==> src/rtl/execute_stage_if.sv <==
// Bundle between the register-read stage, the EX stage and the EX/MEM pipeline register.
// The master side drives the operands and opcode; the slave side (execute_stage) returns the registered results.
interface execute_stage_if #(
  parameter int DATA_W = 16,
  parameter int OP_W   = 5,
  parameter int IDX_W  = 5,
  parameter int IMM_W  = 7
);
  logic [OP_W-1:0]   control_in;
  logic [IDX_W-1:0]  dest_index_in;
  logic [DATA_W-1:0] reg1_data;
  logic [DATA_W-1:0] reg2_data;
  logic [DATA_W-1:0] npc;
  logic [IMM_W-1:0]  immediate;

  logic [IDX_W-1:0]  dest_index_out;
  logic [OP_W-1:0]   control_out;
  logic [DATA_W-1:0] output_reg;
  logic [DATA_W-1:0] result_out;
  logic [DATA_W-1:0] target;
  logic              DEST_REG_WRITE_EN;
  logic              ZF;
  logic              GF;
  logic              LF;

  modport master (
    output control_in, dest_index_in, reg1_data, reg2_data, npc, immediate,
    input  dest_index_out, control_out, output_reg, result_out, target,
           DEST_REG_WRITE_EN, ZF, GF, LF
  );

  modport slave (
    input  control_in, dest_index_in, reg1_data, reg2_data, npc, immediate,
    output dest_index_out, control_out, output_reg, result_out, target,
           DEST_REG_WRITE_EN, ZF, GF, LF
  );
endinterface

==> src/rtl/execute_stage.sv <==
// EX stage of the 16-bit pipelined CPU: ALU, branch target and compare flags into the EX/MEM register.
// Optional EXECUTE_SAT_ARITH_EN: SUB/ADD/ADDI saturate on signed overflow instead of wrapping.
module execute_stage #(
  parameter int DATA_W = 16,
  parameter int OP_W   = 5,
  parameter int IDX_W  = 5,
  parameter int IMM_W  = 7
) (
  input  logic          clk,
  input  logic          rst_n,
  execute_stage_if.slave ex
);
  localparam int SH_W = $clog2(DATA_W);

  localparam logic [OP_W-1:0] OP_SUB  = OP_W'(1);
  localparam logic [OP_W-1:0] OP_ADD  = OP_W'(2);
  localparam logic [OP_W-1:0] OP_ADDI = OP_W'(3);
  localparam logic [OP_W-1:0] OP_AND  = OP_W'(4);
  localparam logic [OP_W-1:0] OP_OR   = OP_W'(5);
  localparam logic [OP_W-1:0] OP_XOR  = OP_W'(6);
  localparam logic [OP_W-1:0] OP_NOT  = OP_W'(7);
  localparam logic [OP_W-1:0] OP_SLL  = OP_W'(8);
  localparam logic [OP_W-1:0] OP_SRL  = OP_W'(9);
  localparam logic [OP_W-1:0] OP_SRA  = OP_W'(10);
  localparam logic [OP_W-1:0] OP_CMP  = OP_W'(11);
  localparam logic [OP_W-1:0] OP_LD   = OP_W'(12);
  localparam logic [OP_W-1:0] OP_ST   = OP_W'(13);

  // Add/sub for the arithmetic ops; overflow is detected from operand and result signs.
  function automatic logic [DATA_W-1:0] arith(
    input logic signed [DATA_W-1:0] a,
    input logic signed [DATA_W-1:0] b,
    input logic                     sub
  );
    logic signed [DATA_W-1:0] w;
    logic                     ovf;
    w   = sub ? (a - b) : (a + b);
    ovf = sub ? ((a[DATA_W-1] != b[DATA_W-1]) && (w[DATA_W-1] != a[DATA_W-1]))
              : ((a[DATA_W-1] == b[DATA_W-1]) && (w[DATA_W-1] != a[DATA_W-1]));
`ifdef EXECUTE_SAT_ARITH_EN
    if (ovf)
      return a[DATA_W-1] ? {1'b1, {(DATA_W-1){1'b0}}} : {1'b0, {(DATA_W-1){1'b1}}};
    return w;
`else
    return ovf ? w : w;
`endif
  endfunction

  logic signed [DATA_W-1:0] a_p0;
  logic signed [DATA_W-1:0] b_p0;
  logic signed [DATA_W-1:0] imm_p0;
  logic signed [DATA_W-1:0] cmp_b_p0;
  logic        [DATA_W-1:0] res_p0;
  logic        [DATA_W-1:0] target_p0;
  logic        [SH_W-1:0]   sh_p0;
  logic                     we_p0;
  logic                     upd_p0;

  // Stage p0: combinational execute on the operands presented by decode
  always_comb begin
    a_p0      = ex.reg1_data;
    b_p0      = ex.reg2_data;
    imm_p0    = {{(DATA_W-IMM_W){ex.immediate[IMM_W-1]}}, ex.immediate};
    sh_p0     = ex.reg2_data[SH_W-1:0];
    cmp_b_p0  = b_p0;
    res_p0    = '0;
    we_p0     = 1'b0;
    upd_p0    = 1'b0;
    target_p0 = ex.npc + imm_p0;
    case (ex.control_in)
      OP_SUB:  begin res_p0 = arith(a_p0, b_p0, 1'b1);   we_p0 = 1'b1; upd_p0 = 1'b1; end
      OP_ADD:  begin res_p0 = arith(a_p0, b_p0, 1'b0);   we_p0 = 1'b1; upd_p0 = 1'b1; end
      OP_ADDI: begin
        res_p0   = arith(a_p0, imm_p0, 1'b0);
        cmp_b_p0 = imm_p0;
        we_p0    = 1'b1;
        upd_p0   = 1'b1;
      end
      OP_AND:  begin res_p0 = a_p0 & b_p0;     we_p0 = 1'b1; end
      OP_OR:   begin res_p0 = a_p0 | b_p0;     we_p0 = 1'b1; end
      OP_XOR:  begin res_p0 = a_p0 ^ b_p0;     we_p0 = 1'b1; end
      OP_NOT:  begin res_p0 = ~a_p0;           we_p0 = 1'b1; end
      OP_SLL:  begin res_p0 = a_p0 << sh_p0;   we_p0 = 1'b1; end
      OP_SRL:  begin res_p0 = ex.reg1_data >> sh_p0; we_p0 = 1'b1; end
      OP_SRA:  begin res_p0 = a_p0 >>> sh_p0;  we_p0 = 1'b1; end
      OP_CMP:  upd_p0 = 1'b1;
      OP_LD:   begin res_p0 = a_p0 + imm_p0;   we_p0 = 1'b1; end
      OP_ST:   res_p0 = a_p0 + imm_p0;
      default: ;
    endcase
  end

  // Stage p1: EX/MEM pipeline register; flags hold unless a flag-updating op is in EX
  always_ff @(posedge clk or negedge rst_n) begin
    if (!rst_n) begin
      ex.dest_index_out    <= '0;
      ex.control_out       <= '0;
      ex.output_reg        <= '0;
      ex.result_out        <= '0;
      ex.target            <= '0;
      ex.DEST_REG_WRITE_EN <= 1'b0;
      ex.ZF                <= 1'b0;
      ex.GF                <= 1'b0;
      ex.LF                <= 1'b0;
    end else begin
      ex.dest_index_out    <= ex.dest_index_in;
      ex.control_out       <= ex.control_in;
      ex.output_reg        <= ex.reg2_data;
      ex.result_out        <= res_p0;
      ex.target            <= target_p0;
      ex.DEST_REG_WRITE_EN <= we_p0;
      if (upd_p0) begin
        ex.ZF <= (a_p0 == cmp_b_p0);
        ex.GF <= (a_p0 >  cmp_b_p0);
        ex.LF <= (a_p0 <  cmp_b_p0);
      end
    end
  end
endmodule

==> src/flat_wrapper.sv <==
// flat-port wrapper written by rule: the top's interface ports become plain ports
module execute_stage_flat 
#(
  parameter int DATA_W = 16,
  parameter int OP_W   = 5,
  parameter int IDX_W  = 5,
  parameter int IMM_W  = 7
)
  (clk, rst_n, ex_control_in, ex_dest_index_in, ex_reg1_data, ex_reg2_data, ex_npc, ex_immediate, ex_dest_index_out, ex_control_out, ex_output_reg, ex_result_out, ex_target, ex_DEST_REG_WRITE_EN, ex_ZF, ex_GF, ex_LF);
  execute_stage_if #(.DATA_W(DATA_W), .OP_W(OP_W), .IDX_W(IDX_W), .IMM_W(IMM_W)) ex_i ();
  input  logic clk;
  input  logic rst_n;
  input wire logic [$bits(ex_i.control_in)-1:0] ex_control_in;
  input wire logic [$bits(ex_i.dest_index_in)-1:0] ex_dest_index_in;
  input wire logic [$bits(ex_i.reg1_data)-1:0] ex_reg1_data;
  input wire logic [$bits(ex_i.reg2_data)-1:0] ex_reg2_data;
  input wire logic [$bits(ex_i.npc)-1:0] ex_npc;
  input wire logic [$bits(ex_i.immediate)-1:0] ex_immediate;
  output wire logic [$bits(ex_i.dest_index_out)-1:0] ex_dest_index_out;
  output wire logic [$bits(ex_i.control_out)-1:0] ex_control_out;
  output wire logic [$bits(ex_i.output_reg)-1:0] ex_output_reg;
  output wire logic [$bits(ex_i.result_out)-1:0] ex_result_out;
  output wire logic [$bits(ex_i.target)-1:0] ex_target;
  output wire logic [$bits(ex_i.DEST_REG_WRITE_EN)-1:0] ex_DEST_REG_WRITE_EN;
  output wire logic [$bits(ex_i.ZF)-1:0] ex_ZF;
  output wire logic [$bits(ex_i.GF)-1:0] ex_GF;
  output wire logic [$bits(ex_i.LF)-1:0] ex_LF;
  assign ex_i.control_in = ex_control_in;
  assign ex_i.dest_index_in = ex_dest_index_in;
  assign ex_i.reg1_data = ex_reg1_data;
  assign ex_i.reg2_data = ex_reg2_data;
  assign ex_i.npc = ex_npc;
  assign ex_i.immediate = ex_immediate;
  assign ex_dest_index_out = ex_i.dest_index_out;
  assign ex_control_out = ex_i.control_out;
  assign ex_output_reg = ex_i.output_reg;
  assign ex_result_out = ex_i.result_out;
  assign ex_target = ex_i.target;
  assign ex_DEST_REG_WRITE_EN = ex_i.DEST_REG_WRITE_EN;
  assign ex_ZF = ex_i.ZF;
  assign ex_GF = ex_i.GF;
  assign ex_LF = ex_i.LF;
  execute_stage #(.DATA_W(DATA_W), .OP_W(OP_W), .IDX_W(IDX_W), .IMM_W(IMM_W)) u_core (.clk(clk), .rst_n(rst_n), .ex(ex_i));
endmodule
==> config.mk <==
export PLATFORM = sky130hd
export DESIGN_NAME = execute_stage_flat
export DESIGN_NICKNAME = d
export VERILOG_FILES = /design/src/rtl/execute_stage_if.sv /design/src/rtl/execute_stage.sv /design/src/flat_wrapper.sv
export SDC_FILE = /design/constraint.sdc
export NUM_CORES = 1
export LEC_CHECK = 0
export CORE_MARGIN = 8
export CORE_UTILIZATION = 50
export DETAILED_ROUTE_END_ITERATION = 8
export HOLD_SLACK_MARGIN = 0.1
export PLACE_DENSITY_LB_ADDON = 0.05
export SETUP_SLACK_MARGIN = 0.15
export SYNTH_ARGS = -nofsm -noshare
export SYNTH_HDL_FRONTEND = slang
export SYNTH_SLANG_ARGS = --single-unit
==> constraint.sdc <==
create_clock -name clk -period 2.4 [get_ports clk]
set_clock_uncertainty 0.2 [all_clocks]
set_input_delay 0.48 -clock clk [delete_from_list [all_inputs] [get_ports clk]]
set_output_delay 0.48 -clock clk [all_outputs]
set_load 0.01 [all_outputs]
==> results.md, run 1 <==
- Post-synth EDFFs: 0
- Mapped Cells: 771
- Count of different cell masters after synthesis: 83
- H-tree depth: 3
- Placer Congestion: 0.984
- # IOs: 129
- Post-Place Cells: 1293
- Post-Syn Area: 6590 µm²
- Die X: 131 µm
- Pin count of the biggest net entering global routing: 46
- Post-synthesis register bit count: 62
- Seq/Total Area, Yosys: 23.6%
- Status: did not finish
- CTS Buffer Depth: 2
- Synth Warn #: 0
- Root buffer cell: clkbuf_16
- Num Clock Sinks: 62
- Core Rows: 42
- Inserted Clock Buffers: 9
- Worst endpoint, post-GRT repair: u_core.ex.result_out[13]$_DFF_PN0_/D
- Error: [ERROR GRT-0232] Routing congestion too high. Check the congestion heatmap in the GUI.
- Post-Synthesis Net Count: 923
- DP Worst Slack: -2030 ps
- Syn Area/Cell: 8.54 µm²
- Worst End Pin Type: register data pin
- Die height: 131 µm
- Biggest area consumer among synthesized cells: dfrtp_1
- Synth top area share: 23.6%
- DP HPWL: 23.6 mm
- Synth Flop Type: dfrtp_1
- PortBufs: 128
- Async SR Flop Fraction: 100%
- Initial Utilization: 50.5%
- Gr usage total: 61.2%
- Stopped at: 5_1_grt
- Global route total overflow: 69
- Top cells by area, synth: dfrtp_1 24%, ha_1 16%, a21oi_1 5.2%, mux4_2 4.4%, nor2_1 4.4%
synthesized netlist by cell type, types with 13 or more instances:
library cell and count:
clkbuf_1 20, nand2_1 38, buf_2 13, nor3_1 20, dfrtp_1 62, xnor2_1 19, nand3_1 20, nor2_1 78
o21ai_0 46, inv_1 45, a21oi_1 68, mux4_2 13, mux2i_1 20, a21o_1 16, ha_1 83, o22ai_1 13
through the flow:
stage	cell area, µm²	TNS [ps]	hold slack [ps]
2_1_floorplan	6820	-13500	-15.6
3_3_place_gp	10000	-33920	266
3_5_place_dp	10000	-36940	307
4_1_cts	11200	-12660	200
metal layers:
metal / global-route usage [%] / overflow
met3: 41.5 / 0
met5: 4.63 / 0
met2: 81.8 / 49
met1: 61.5 / 1
met4: 59.5 / 19
kinds of logic after synthesis:
group           Yosys count  synth area share, %
fa+ha+maj                85                 16.4
xor+xnor                 26                 3.46
flops                    62                 23.6
simple gates            221                 17.2
mux                      41                 8.91
compound gates          249                 24.9
buf+inv                  87                 5.66
timing repair:
| action | CTS |
|---|---|
| pin swaps | 74 |
| hold buffers | 2 |
| setup endpoints to repair | 29 |
| cloned | 2 |
| buffers inserted | 41 |
| hold endpoints to repair | 28 |
| gates resized for setup | 195 |
==> run 2, diff against run 1 <==
CORE_UTILIZATION = 35   (was 50)
HOLD_SLACK_MARGIN = unset   (was 0.1)
PLACE_DENSITY_LB_ADDON = 0.15   (was 0.05)
SETUP_SLACK_MARGIN = unset   (was 0.15)
==> results.md, run 2 <==
- Count of different cell masters after synthesis: 83 (unchanged)
- Inserted Clock Buffers: 9 (unchanged)
- Global route total overflow: 0
- Setup ws final: -1040 ps
- Switch share: 34.8%
- Net Sw Power: 1650 µW
- Power Total: 4740 µW
- Comb pwr share: 48.7%
- RSZ-0062 raised after global routing: true
- Nets@finish: 1333
- Top cells by instance count after synthesis: 83 x ha_1, 78 x nor2_1, 68 x a21oi_1, 62 x dfrtp_1, 46 x o21ai_0 (unchanged)
- Async SR Flop Fraction: 100% (unchanged)
- Highest-count cells in the layout ignoring fill and taps: 282 x buf_4, 94 x clkdlybuf4s50_1, 71 x nor2_1
- Via count: 7921
- Post-synth EDFFs: 0 (unchanged)
- Most common cell in the netlist: ha_1 (unchanged)
- CP Class: input pin to register
- Synth Warn #: 0 (unchanged)
- CTS Buffer Depth: 2 (unchanged)
- Clk network pwr share: 25.9%
- Status: finished, violations left (was did not finish)
- Reg-to-reg setup timing slack: 1490 ps
- Mapped Cells: 771 (unchanged)
- CTS tree: yes
- Seq/Total Area, Yosys: 23.6% (unchanged)
- Critical Path End: u_core.ex.result_out[15]$_DFF_PN0_
- RR Startpoint: u_core.ex.GF$_DFFE_PN0P_
- Syn Area/Cell: 8.54 µm² (unchanged)
- Vias per cell: 5.58
- Type of the tightest min-delay check: input pin to register
- Slew Limit Headroom: 63.8%
- Worst slew pin tran: 529 ps
- Root buffer cell: clkbuf_16 (unchanged)
- Top cells by area, synth: dfrtp_1 24%, ha_1 16%, a21oi_1 5.2%, mux4_2 4.4%, nor2_1 4.4% (unchanged)
- Initial Utilization: 35.4% (was 50.5%)
- Reg-to-reg endpoint: u_core.ex.GF$_DFFE_PN0P_
- H-tree depth: 3 (unchanged)
- Post-synthesis register bit count: 62 (unchanged)
- Maximum clock rate: 291 MHz
- Tmin final: 3440 ps
- PwrDens: 411 nW/µm²
- Pin count of the biggest net entering global routing: 39
- Register share of total power: 25.4%
- Number of diodes: 0
- PortBufs: 128 (unchanged)
- Synth Flop Type: dfrtp_1 (unchanged)
- Peak supply drop: 0.384 mV
- Commonest non-fill, non-tap cell in the layout: buf_4
- Drt pass-1 iters: 5
- Crit-path max FO: 5
- Critical path arrival: 3450 ps
- Fin. Hold Viols: 0
- CP startpoint: ex_control_in[1]
- Gr usage total: 23.6%
- Synthesis-to-layout area growth: 74.9%
- Post-Syn Area: 6590 µm² (unchanged)
- CTS clock-pin slew for the worst setup and hold paths: 60 ps
- Synth top area share: 23.6% (unchanged)
- Die area: 23500 µm²
- Register-to-Register Path Depth: 1
- Max-slew violation count: 0
- Failing checks: negative setup slack
- Pint: 3090 µW
- Die height: 153 µm (was 131 µm)
- Startpoint type of the worst setup path: input pin
- Drt drc: 0
- Core Rows: 50 (was 42)
- Num Clock Sinks: 62 (unchanged)
- Required @ worst endpoint: 2410 ps
- Placer Congestion: 0.948 (was 0.984)
- Final setup violation count: 18
- Fillers: 1583
- ANT nets after route: 0
- CP endpoint kind: register
- # IOs: 129 (unchanged)
- Final worst-path cycle share: 143%
- DP Worst Slack: -1930 ps (was -2030 ps)
- Die X: 153 µm (was 131 µm)
- Routed WL: 28.4 mm
- Core area: 18600 µm²
- Worst skew pair latency: 340 ps
- Layout cells sized above 1: 41.5%
- Pleak: 0.00534 µW
- Vias in the first global route: 7869
- Biggest area consumer among synthesized cells: dfrtp_1 (unchanged)
- Avg WL per Cell: 20.0 µm
- DP HPWL: 21.9 mm (was 23.6 mm)
- First-pass GRT wire length: 43.8 mm
- DRT iter0 DRCs: 754
- Post-Synthesis Net Count: 923 (unchanged)
- Max-Cap Viols: 0
- Initial antenna violation count: 0
run 2: worst min-delay path by stage:
stage                         start  cells past startpoint  slack (ps)                                     to
finish              ex_reg2_data[1]                      1         100      u_core.ex.output_reg[1]$_DFF_PN0_
global placement              rst_n                      1         260  u_core.ex.dest_index_out[0]$_DFF_PN0_
detailed placement            rst_n                      1         260  u_core.ex.dest_index_out[3]$_DFF_PN0_
floorplan                     rst_n                      0         -20  u_core.ex.DEST_REG_WRITE_EN$_DFF_PN0_
global route        ex_reg2_data[1]                      1         110      u_core.ex.output_reg[1]$_DFF_PN0_
CTS                 ex_reg2_data[0]                      1         110      u_core.ex.output_reg[0]$_DFF_PN0_
run 2: timing repair:
action / 4_1_cts / 5_1_grt
gates cloned: 2 / 0
gates resized for setup: 159 / 88
hold buffers: 1 / 0
setup buffers: 22 / 11
endpoints found under the hold margin: 30 / 0
setup endpoints to repair: 27 / 27
pin swaps: 80 / 74
run 2: cell type report:
type | instances | area, µm² | share of cell area [%]
multi-input cells | 623 | 5450 | 47.3
repair buffers | 439 | 3780 | 32.8
flip-flops and latches | 62 | 1550 | 13.5
well taps | 234 | 293 | 2.54
clock buffers | 9 | 225 | 1.95
inverters | 46 | 173 | 1.50
clock inverters | 7 | 50.0 | 0.434
run 2: logic make-up after synthesis:
kind of cell	Yosys count	share of synthesized area (%)
AO/OA/AOI/OAI	249	24.9
XOR/XNOR	26	3.46
adder cells (fa/ha/maj)	85	16.4
buffers and inverters	87	5.66
flip-flops	62	23.6
multiplexers	41	8.91
AND/OR/NAND/NOR	221	17.2
run 2: through the flow:
stage | cell area [µm²] | setup TNS, ps | cells | util (%) | hold slack, ps
floorplan | 6750 | -13500 | 771 | - | -15.6
global placement | 10200 | -35930 | 1372 | 55.0 | 255
detailed placement | 10200 | -36200 | 1372 | 55.0 | 259
CTS | 11100 | -11060 | 1413 | 59.6 | 110
global route | 11500 | -12940 | 1420 | 62.0 | 109
finish | 11500 | -11520 | 1420 | 62.0 | 105
run 2: power groups by stage:
stage	Combinational, µW	Sequential [µW]	Clock (µW)
2_1_floorplan	833	1280	0
3_5_place_dp	1960	1220	0
5_1_grt	2480	1220	1310
6_report	2310	1200	1230
4_1_cts	2140	1210	1270
3_3_place_gp	1950	1220	0
run 2: metal layers:
layer  part of all wire [%]  GRT usage, %  vias up
met4                    3.6          8.34        0
li1                       -             -     3712
met1                     43          31.0     3790
met3                    8.0          4.82       54
met2                     45          37.8      365
met5                      0             0        -
run 2: worst max-delay path, cell delays in order:
cell and delay (ps):
buf_8 80, buf_6 100, and3b_2 230, nor2_4 210
nor2_4 80, buf_6 120, a221o_1 400, ha_1 330
o211ai_1 110, o211ai_1 180, a2111oi_2 470, nor3_2 130
a221oi_2 280, xnor2_1 150, o21ai_1 90
Note: power is estimated with default switching activity, not from simulation.
